**src/rtl/ifu_axi_fetch.sv**
```systemverilog
// Instruction-fetch unit: AXI-lite read master on instruction memory, hands {pc, instruction}
// to decode over valid/ready, and waits for the next PC from writeback/branch logic.
module ifu_axi_fetch #(
   parameter logic [31:0] RESET_PC       = 32'h8000_0000,
   parameter int unsigned TIMEOUT_CYCLES = 255
) (
   input  logic        clk,
   input  logic        rst,
   output logic [31:0] araddr,
   output logic        arvalid,
   input  logic        arready,
   input  logic [31:0] rdata,
   input  logic        rvalid,
   input  logic [1:0]  rresp,
   output logic        rready,
   output logic [31:0] inst_out,
   output logic [31:0] pc_out,
   output logic        inst_valid,
   input  logic        inst_ready,
   output logic        fetch_err,
   input  logic [31:0] next_pc,
   input  logic        next_pc_valid,
   output logic [31:0] fetch_count
);

   typedef enum logic [1:0] {
      S_AR   = 2'd0,
      S_R    = 2'd1,
      S_OUT  = 2'd2,
      S_WAIT = 2'd3
   } state_t;

   localparam bit          LP_TO_EN   = (TIMEOUT_CYCLES != 0);
   localparam logic [31:0] LP_TO_LAST = 32'(TIMEOUT_CYCLES - 1);

   state_t      r_state;
   state_t      w_next;
   logic [31:0] r_pc;
   logic [31:0] r_inst;
   logic [31:0] r_pc_out;
   logic        r_err;
   logic [31:0] r_count;
   logic [31:0] r_timer;
   logic        w_timeout;

   assign w_timeout = LP_TO_EN && (r_timer == LP_TO_LAST) && !rvalid;

   // State register
   always_ff @(posedge clk) begin
      if (rst) r_state <= S_AR;
      else     r_state <= w_next;
   end

   // Next-state logic
   always_comb begin
      w_next = r_state;
      case (r_state)
         S_AR:    if (arready) w_next = S_R; else w_next = S_AR;
         S_R:     if (rvalid || w_timeout) w_next = S_OUT; else w_next = S_R;
         S_OUT: begin
            if (inst_ready && next_pc_valid) w_next = S_AR;
            else if (inst_ready)             w_next = S_WAIT;
            else                             w_next = S_OUT;
         end
         S_WAIT:  if (next_pc_valid) w_next = S_AR; else w_next = S_WAIT;
         default: w_next = S_AR;
      endcase
   end

   // Handshake outputs decoded straight from the state register
   always_comb begin
      arvalid    = 1'b0;
      rready     = 1'b0;
      inst_valid = 1'b0;
      case (r_state)
         S_AR:    begin arvalid = 1'b1; rready = 1'b1; end
         S_R:     rready = 1'b1;
         S_OUT:   inst_valid = 1'b1;
         S_WAIT:  arvalid = 1'b0;
         default: arvalid = 1'b0;
      endcase
   end

   // Datapath: PC, captured instruction, error flag, timer and accept counter
   always_ff @(posedge clk) begin
      if (rst) begin
         r_pc     <= RESET_PC;
         r_inst   <= 32'h0000_0000;
         r_pc_out <= 32'h0000_0000;
         r_err    <= 1'b0;
         r_count  <= 32'h0000_0000;
         r_timer  <= 32'h0000_0000;
      end else begin
         case (r_state)
            S_AR: begin
               if (arready) r_timer <= 32'h0000_0000;
            end
            S_R: begin
               if (rvalid) begin
                  r_inst   <= rdata;
                  r_pc_out <= r_pc;
                  r_err    <= (rresp != 2'b00);
               end else if (w_timeout) begin
                  r_inst   <= 32'h0000_0000;
                  r_pc_out <= r_pc;
                  r_err    <= 1'b1;
               end else begin
                  r_timer  <= r_timer + 32'h0000_0001;
               end
            end
            S_OUT: begin
               if (inst_ready) begin
                  r_count <= r_count + 32'h0000_0001;
                  if (next_pc_valid) r_pc <= next_pc;
               end
            end
            S_WAIT: begin
               if (next_pc_valid) r_pc <= next_pc;
            end
            default: r_pc <= r_pc;
         endcase
      end
   end

   assign araddr      = r_pc;
   assign inst_out    = r_inst;
   assign pc_out      = r_pc_out;
   assign fetch_err   = r_err;
   assign fetch_count = r_count;

endmodule

```
**config.mk**
```make
export PLATFORM = sky130hd
export DESIGN_NAME = ifu_axi_fetch
export DESIGN_NICKNAME = d
export VERILOG_FILES = /design/src/rtl/ifu_axi_fetch.sv
export SDC_FILE = /design/constraint.sdc
export NUM_CORES = 1
export LEC_CHECK = 0
export ABC_CLOCK_PERIOD_IN_PS = 7300
export BUFFER_PORTS_ARGS = -buffer_cell sky130_fd_sc_hd__buf_2
export CORE_MARGIN = 3
export CORE_UTILIZATION = 45
export CTS_CLUSTER_DIAMETER = 60
export DETAILED_ROUTE_END_ITERATION = 6
export GPL_ROUTABILITY_DRIVEN = 0
export GPL_TIMING_DRIVEN = 0
export PLACE_DENSITY = 0.83
export SYNTH_ARGS = -nofsm -noshare
export SYNTH_HDL_FRONTEND = slang
export SYNTH_SLANG_ARGS = --single-unit
```
**constraint.sdc**
```tcl
create_clock -name clk -period 7.3 [get_ports clk]
set_clock_uncertainty 0.2 [all_clocks]
set_input_delay 0.73 -clock clk [delete_from_list [all_inputs] [get_ports clk]]
set_output_delay 0.73 -clock clk [all_outputs]
set_load 0.02 [all_outputs]
```
* After elaboration in Yosys (flattened, before gate mapping) *
Cells that the tools add are included.
W data, S select, Z words.

storage, ports and cells
  memory bits (writable) = 0
  bits in latches = 0
  register bits = 163
  memory bits (read-only) = 0
  logic and storage cells = 53
  input port bits = 72
  output and inout bits = 132
  memories kept = 0

operators by class
  shift operators = 0
  add/subtract/negate cells = 2
  bitwise operators = 0
  reductions and logical operators = 14
  muxes and demuxes = 22
  magnitude comparators = 0
  divide/modulo/power cells = 0
  multipliers = 0
  equal/unequal tests = 8

operators with widths
  operator                 count
  $mux W32                 9
  $pmux W32 S2             2
  $add A32 B1 Y32 const B  2
  $eq A32 B8 Y1 const B    1
  $ne A2 B2 Y1 const B     4
  $pmux W2 S4              1
  $reduce_bool A2 Y1       4
  $mux W1                  7
  $mux W2                  3
  $reduce_and A2 Y1        3
  $eq A2 B2 Y1 const B     2
  $reduce_and A4 Y1        1
  $eq A2 B1 Y1 const B     1
  $logic_and A1 B1 Y1      2
  $logic_not A2 Y1         1
  $reduce_or A2 Y1         1
  $logic_not A1 Y1         1
  $logic_or A1 B1 Y1       1

* Longest topological paths before layout *
Gate-level depths: netlist of run 1.

  word-level depth = 5
  depth in mapped cells = 9
  gate-level depth less buffers = 7

* Worst setup path after synthesis of run 1 *
Ideal clock, no wire load.

  path type = input to register
  start = input port inst_ready
  end = register r_count[28] (netlist: fetch_count[28])
  buffers on the path = 1
  stages on the path = 6
  data required time = 7.030 ns
  setup time = 0.070 ns
  arrival = 2.292 ns
  setup slack = 4.738 ns
  cell sequence = nand4b_1 -> or2_2 -> clkbuf_1 -> or4_4 -> or3_1 -> a21oi_1

on the way
  longest elaborated chain between the ends = 1

RTL lines
  what                                RTL line  source
  start, declared                     19        input logic inst_ready,
  $reduce_and A2 Y1 (no source line)  --
  end signal, assigned                113       r_count <= r_count + 32'h0000_0001;
  end, declared                       42        logic [31:0] r_count;

Every way passes these cells.
A chain may end at the register's enable or synchronous reset.

* Worst setup path after layout of run 1 *
  start = register r_timer[0]
  end = register r_timer[2]

on the way
  longest elaborated chain between the ends = 4
  elaborated cells on any way between the ends = 8
  those cells by class = 1 x add/sub; 2 x eq/ne; 3 x mux; 2 x reduce/logical

RTL lines
  what                                               RTL line  source
  start, declared                                    43        logic [31:0] r_timer;
  start signal, assigned                             108       r_timer <= r_timer + 32'h0000_0001;
  $add A32 B1 Y32 or $eq A32 B8 Y1 (tied branches)   108, 46
  $mux W32 or $logic_and A1 B1 Y1 (tied branches)    103, 46
  $mux W32 or $ne A2 B2 Y1 (tied branches)           --
  $pmux W32 S2 or $reduce_and A4 Y1 (tied branches)  --

Several ways; a longest one is shown, not always the timed one. The select of a mux whose other input is x is not followed.

==> results of run 1 <==
-- synthesized netlist by cell type, types with 4 or more instances --
cell type and count:
dfxtp_1 163, nand2_1 90, a21oi_1 79, clkbuf_1 62, nand3_1 62, nor2_1 50
o21ai_0 47, a22o_1 32, o311ai_0 24, xnor2_1 23, nor4_1 20, nor3_1 18
inv_1 16, nand4_1 15, o31ai_1 12, a41oi_1 11, a31oi_1 8, and2_1 6
and3_1 6, o41ai_1 6, xor2_1 5, and4_1 4, or3_1 4
-- how the worst max path moves through the flow --
stage	to	slack, ns	cells past startpoint
after global placement	r_timer[28]	4.30	8
after floorplan	fetch_count[28]	4.74	6
after CTS	r_timer[14]	4.22	8
final	r_timer[2]	4.16	8
after detailed placement	r_timer[14]	4.22	8
after global routing	r_timer[24]	4.03	8
-- worst min-delay path: cells and delay by family (launching register included) --
kind            cells  cell delay (ns)
compound gates      2             0.12
flops               1             0.30
-- routing by layer --
metal | GRT usage (%) | up-vias
met1 | 32.1 | 3358
met2 | 40.3 | 360
li1 | - | 3366
met3 | 7.76 | 49
met4 | 8.52 | 0
met5 | 0 | -
-- sequential cells by signal, indices dropped and copies added (netlist names) --
signal	flops
araddr	32
fetch_count	32
inst_out	32
pc_out	32
r_timer	32
r_state	2
fetch_err	1
-- metrics by stage --
stage          setup WS, ns  total power [uW]  hold WS, ns
2_1_floorplan          4.74              1040        0.237
3_3_place_gp           4.30              1110        0.243
3_5_place_dp           4.22              1110        0.258
4_1_cts                4.22              2000        0.272
5_1_grt                4.03              2060        0.284
6_report               4.16              2000        0.272
-- cells by family (layout without fill, tap and decap cells) --
group | after synthesis | count (layout) | share of synthesized area (%)
AO/OA/AOI/OAI | 229 | 229 | 22.1
XOR/XNOR | 28 | 28 | 3.63
adder cells (fa/ha/maj) | 3 | 3 | 0.555
buffers and inverters | 84 | 319 | 4.72
flip-flops | 163 | 163 | 48.3
AND/OR/NAND/NOR | 289 | 289 | 20.7
-- cell type report --
| class | instances | area, um2 | share of cell area, % |
|---|---|---|---|
| repair buffers | 203 | 1020 | 11.8 |
| plain buffers | 67 | 255 | 2.96 |
| clock buffers | 18 | 439 | 5.10 |
| inverters | 17 | 63.8 | 0.741 |
| flip-flops and latches | 163 | 3260 | 37.9 |
| well taps | 184 | 230 | 2.67 |
| multi-input cells | 549 | 3180 | 36.9 |
| clock inverters | 14 | 163 | 1.89 |
-- power groups by stage --
stage               sequential (uW)  combinational (uW)  clock [uW]
finish                          915                 178         902
detailed placement              935                 175           0
CTS                             915                 176         909
global route                    917                 195         946
global placement                935                 173           0
floorplan                       952                84.2           0
==> impl_results.md, run 1 <==
- Ys async rst share: 0%
- Unique cell type count in the Yosys netlist: 45
- Die width: 129 um
- Clock tree from TritonCTS: done
- Placed instance count: 1,183
- First-iteration detailed-routing DRC count: 741
- Headroom to the max-slew limit: 29.8%
- Destination of the worst hold path: pc_out[0]
- Core occupancy in the finished layout: 58.8%
- Cells after Synth: 796
- Fillers: 1,275
- Hold depth: 2
- Most frequent cells in the layout: buf_2 (206), dfxtp_1 (163), nand2_1 (90), a21oi_1 (79)
- Fraction of power consumed by the clock network: 45.2%
- Synthesized cell area: 6760 um2
- Wire length the detailed router placed on met1: 8.56 mm
- DR vias: 7,133
- Share of final-layout standard cells stronger than drive strength 1: 23.6%
- Vias in the first global route: 6,707
- Clock tree sinks: 163
- Hold_buf cts: 0
- Number of nets at the end of the flow: 1,093
- Total of cells resized after clock tree synthesis: 0
- Sequential area share after synthesis: 48.3%
- Reported net switching power: 539 uW
- Number of buffers created by CTS: 17
- Post-CTS Setup Repair Bufs: 0
- Class of the tightest hold or removal check: register to register
- FF-to-FF setup slack: 4.16 ns
- Internal power consumption: 1460 uW
- Number of max-cap violations: 0
- Overall routed net length: 21.0 mm
- Combinational share of power: 8.9%
- Hold violation total from the final report: 0
- Buf/Inv on CP: 2
- Starting Density: 46.2%
- Most frequent standard cell in the layout excluding fill and tap cells: buf_2
- Run status: complete, no violations
- PortBufs: 203
- Final setup fails: 0
- Critical Path Source Type: register
- Critical Path Slowest Stage Cell: a31oi_1
- Endpoint kind of the worst setup timing path: register
- First-pass GRT wire length: 33.7 mm
- Overall track demand over capacity in global routing: 25.0%
- Area share of the largest cell type after synthesis: 48.3%
- Maximum vdd drop: 264 uV
- Proportion of power drawn by flip-flops and latches: 45.9%
- Power density over the cells: 232 nW/um2
- Top routing layer in use: met4
- Setup repair after global routing missed its margin: no
- Clock root buffer: clkbuf_16
- Initial antenna violation count: 0
- Clock transition at the register clock pins on the worst setup and hold paths after CTS: 0.07 ns
- Count of flip-flops with a built-in enable after synthesis: 0
- Most used DFF post-synth: dfxtp_1
- Number of diodes: 0
- Final min period: 3.14 ns
- Post-DP HPWL: 15.0 mm
- Largest net degree at the start of global routing: 18
- Routed wire per std cell: 17.3 um
- Layout-stage area growth over the synthesis result: 27.3%
- Ports: 204
- Switching fraction of total power: 27.0%
- Area of the die: 16,500 um2
- Final non-filler cell area: 8610 um2
- Number of optimization iterations in the first detailed-route pass: 6
- Crit path max fanout: 10
- Ratio of final minimum period to clock period: 43.1%
- Met3 WL: 1.95 mm
- Total length of routed met2 wires: 10.0 mm
- Max-slew violation total from the final report: 0
- Clock insertion delay at the later pin of the skew report: 0.43 ns
- Cells along the critical path: inv_1 -> ha_1 -> nor4b_1 -> and4_1 -> a31oi_1 -> nand2_1 -> clkbuf_1 -> o32ai_1
- Endpoint required time on the critical path: 7.44 ns
- Leakage power total: 0.00340 uW
- Delay-heaviest family, CP: compound AO/OA/AOI/OAI gates
- Placed inst area: 8010 um2
- Post-Syn Area per Cell: 8.49 um2
- Number of nets produced by synthesis: 871
- Reg2reg path depth: 8
- Post-synthesis sequential element count: 163
- Hold wc startpoint: pc_out[0]
- H-Tree Level Count: 4
- Setup Crit Path Kind: register to register
- Total DRC errors in the routed layout: 0
- CP peak stage delay: 0.76 ns
- Tightest Pin Transition: 1.05 ns
- Achievable frequency: 318 MHz
- Area leader, netlist: dfxtp_1
- Critical Path Source: r_timer[0]
- Worst EP arrival: 3.28 ns
- Core area: 14,600 um2
- Warnings from Yosys: 0
- Fin cells: 1,215
- Post-DRT Antenna Nets: 0
- Row count: 44
- Ranking of synthesized cells by area: dfxtp_1 (48%), a21oi_1 (5.8%), nand2_1 (5.0%)
- Via density per instance: 5.87
- Residual overflow from global routing: 0
- Total Negative Setup Slacks: 0 ns
- Die Height: 129 um
- Critical R2R Launch: r_timer[0]
- Reg-to-reg critical path endpoint: r_timer[2]
- Number of buffers on the longest clock path: 2
No activity file was read; power rests on OpenSTA's default activity.
==> run 2: changes to the inputs <==
- ABC_CLOCK_PERIOD_IN_PS: 7300 -> 2650
- PLACE_DENSITY: 0.83 -> 0.86
- clock period: 7.3 -> 2.65 ns (I/O delays scaled with it)
==> impl_results.md, run 2 (synthesis results as in run 1) <==
- Run status: complete, no violations (unchanged)
- Final min period: 2.57 ns (was 3.14 ns)
- Proportion of power drawn by flip-flops and latches: 44.8% (was 45.9%)
- Core area: 14,600 um2 (unchanged)
- Max-slew violation total from the final report: 0 (unchanged)
- Row count: 44 (unchanged)
- Worst EP arrival: 2.74 ns (was 3.28 ns)
- First-iteration detailed-routing DRC count: 1,011 (was 741)
- Ratio of final minimum period to clock period: 97.0% (was 43.1%)
- Reported net switching power: 1450 uW (was 539 uW)
- Total DRC errors in the routed layout: 0 (unchanged)
- Maximum vdd drop: 474 uV (was 264 uV)
- Die width: 129 um (unchanged)
- Layout-stage area growth over the synthesis result: 38.8% (was 27.3%)
- Vias in the first global route: 7,619 (was 6,707)
- Clock tree sinks: 163 (unchanged)
- Clock insertion delay at the later pin of the skew report: 0.43 ns (about the same)
- Overall routed net length: 25.0 mm (was 21.0 mm)
- Worst-case setup margin in the final layout: 0.0797 ns (was 4.16 ns)
- Most frequent standard cell in the layout excluding fill and tap cells: buf_2 (unchanged)
- Combinational share of power: 10.9% (was 8.9%)
- Fraction of power consumed by the clock network: 44.3% (was 45.2%)
- PortBufs: 203 (unchanged)
- Leakage power total: 0.00379 uW (was 0.00340 uW)
- Overall track demand over capacity in global routing: 29.3% (was 25.0%)
- Final setup fails: 0 (unchanged)
- First-pass GRT wire length: 39.2 mm (was 33.7 mm)
- Endpoint kind of the worst setup timing path: register (unchanged)
- Starting Density: 46.2% (unchanged)
- Clock tree from TritonCTS: done (unchanged)
- Setup Crit Path Kind: register to register (unchanged)
- Number of optimization iterations in the first detailed-route pass: 7 (was 6)
- Setup repair after global routing missed its margin: no (unchanged)
- Core occupancy in the finished layout: 64.1% (was 58.8%)
- Largest net degree at the start of global routing: 17 (was 18)
- Hold violation total from the final report: 0 (unchanged)
- Switching fraction of total power: 25.7% (was 27.0%)
- Post-DRT Antenna Nets: 0 (unchanged)
- Clock root buffer: clkbuf_16 (unchanged)
- Power density over the cells: 600 nW/um2 (was 232 nW/um2)
- Fillers: 1,088 (was 1,275)
- Die Height: 129 um (unchanged)
- DR vias: 7,841 (was 7,133)
- Routed wire per std cell: 19.5 um (was 17.3 um)
- Placed inst area: 8010 um2 (unchanged)
- Setup slack at placement: -0.422 ns (was 4.22 ns)
- Residual overflow from global routing: 0 (unchanged)
- Most frequent cells in the layout: buf_2 (207), dfxtp_1 (163), nand2_1 (88), a21oi_1 (78), dlygate4sd3_1 (67) (was buf_2 (206), dfxtp_1 (163), nand2_1 (90), a21oi_1 (79))
- Achievable frequency: 389 MHz (was 318 MHz)
- Number of max-cap violations: 0 (unchanged)
- Headroom to the max-slew limit: 51.5% (was 29.8%)
- Number of buffers on the longest clock path: 2 (unchanged)
- Endpoint required time on the critical path: 2.82 ns (was 7.44 ns)
- Final non-filler cell area: 9390 um2 (was 8610 um2)
- Clock transition at the register clock pins on the worst setup and hold paths after CTS: 0.07 ns (about the same)
- Number of buffers created by CTS: 17 (unchanged)
- Number of nets at the end of the flow: 1,158 (was 1,093)
- H-Tree Level Count: 4 (unchanged)
- Share of final-layout standard cells stronger than drive strength 1: 25.2% (was 23.6%)
- Class of the tightest hold or removal check: primary input to register (was register to register)
- Crit path max fanout: 10 (unchanged)
- Via density per instance: 6.13 (was 5.87)
- Tightest Pin Transition: 0.728 ns (was 1.05 ns)
- Initial antenna violation count: 0 (unchanged)
- Internal power consumption: 4190 uW (was 1460 uW)
- Area of the die: 16,500 um2 (unchanged)
- Ports: 204 (unchanged)
- Post-DP HPWL: 14.9 mm (was 15.0 mm)
- Critical Path Source Type: register (unchanged)
run 2: cell count changes in the layout (fill, tap and decap cells not counted), sizes merged:
cell	change
buf	+3
bufinv	+1
clkbuf	-2
clkinv	-1
clkinvlp	+2
diode	+1
dlygate4sd3	+67
inv	-6
run 2: final timing paths:
path	start	to	slack, ns	cells after the start
max	r_timer[0]	inst_out[16]	0.08	8
min	rresp[1]	fetch_err	0.04	4
max reg2reg	r_timer[0]	inst_out[16]	0.08	8
min reg2reg	pc_out[23]	pc_out[23]	0.27	2
run 2: cell type report:
class / instances / area [um2] / area share [%]
antenna: 1 / 2.50 / 0.0267
buffer: 63 / 268 / 2.85
clock buffer: 21 / 470 / 5.01
clock inverter: 10 / 124 / 1.32
inverter: 17 / 67.6 / 0.720
multi-input combinational: 549 / 3260 / 34.7
sequential: 163 / 3260 / 34.8
tap: 184 / 230 / 2.45
timing repair buffer: 272 / 1700 / 18.1
run 2: layer usage:
layer  vias up  part of all wire [%]  track usage (%)  wire [um]
met5         -                     0                0          0
met4         0                   5.3             15.3       1330
met3       142                   9.9             8.18       2490
met2       551                    48             48.4      11900
met1      3650                    37             34.9       9250
li1       3498                     -                -          -
run 2: worst max-delay path: stages (launching register included):
cell	delay (ns)
dfxtp_1	0.40
inv_1	0.09
ha_1	0.22
nor4b_1	0.14
and4_1	0.28
a31o_2	0.36
a21oi_2	0.34
clkbuf_4	0.29
a22o_1	0.19
run 2: timing repair:
item	CTS	global route
setup endpoints to repair	79	86
buffers inserted	0	2
pin swaps	0	1
endpoints found under the hold margin	66	0
resized for setup	11	51
hold buffers	67	0
run 2: power by group through the flow:
stage	combinational (uW)	clock, uW	sequential, uW
floorplan	232	0	2620
global placement	474	0	2570
detailed placement	480	0	2580
CTS	567	2500	2520
global route	647	2600	2530
finish	614	2490	2530
run 2: per-stage QoR:
step	hold WS [ns]	setup TNS [ns]	std cells	power [uW]
after floorplan	0.189	0	796	2850
after global placement	0.244	-11.27	1183	3050
after detailed placement	0.249	-11.22	1183	3050
after CTS	0.0252	0	1280	5590
after global routing	0.0767	0	1279	5770
final	0.0444	0	1280	5630
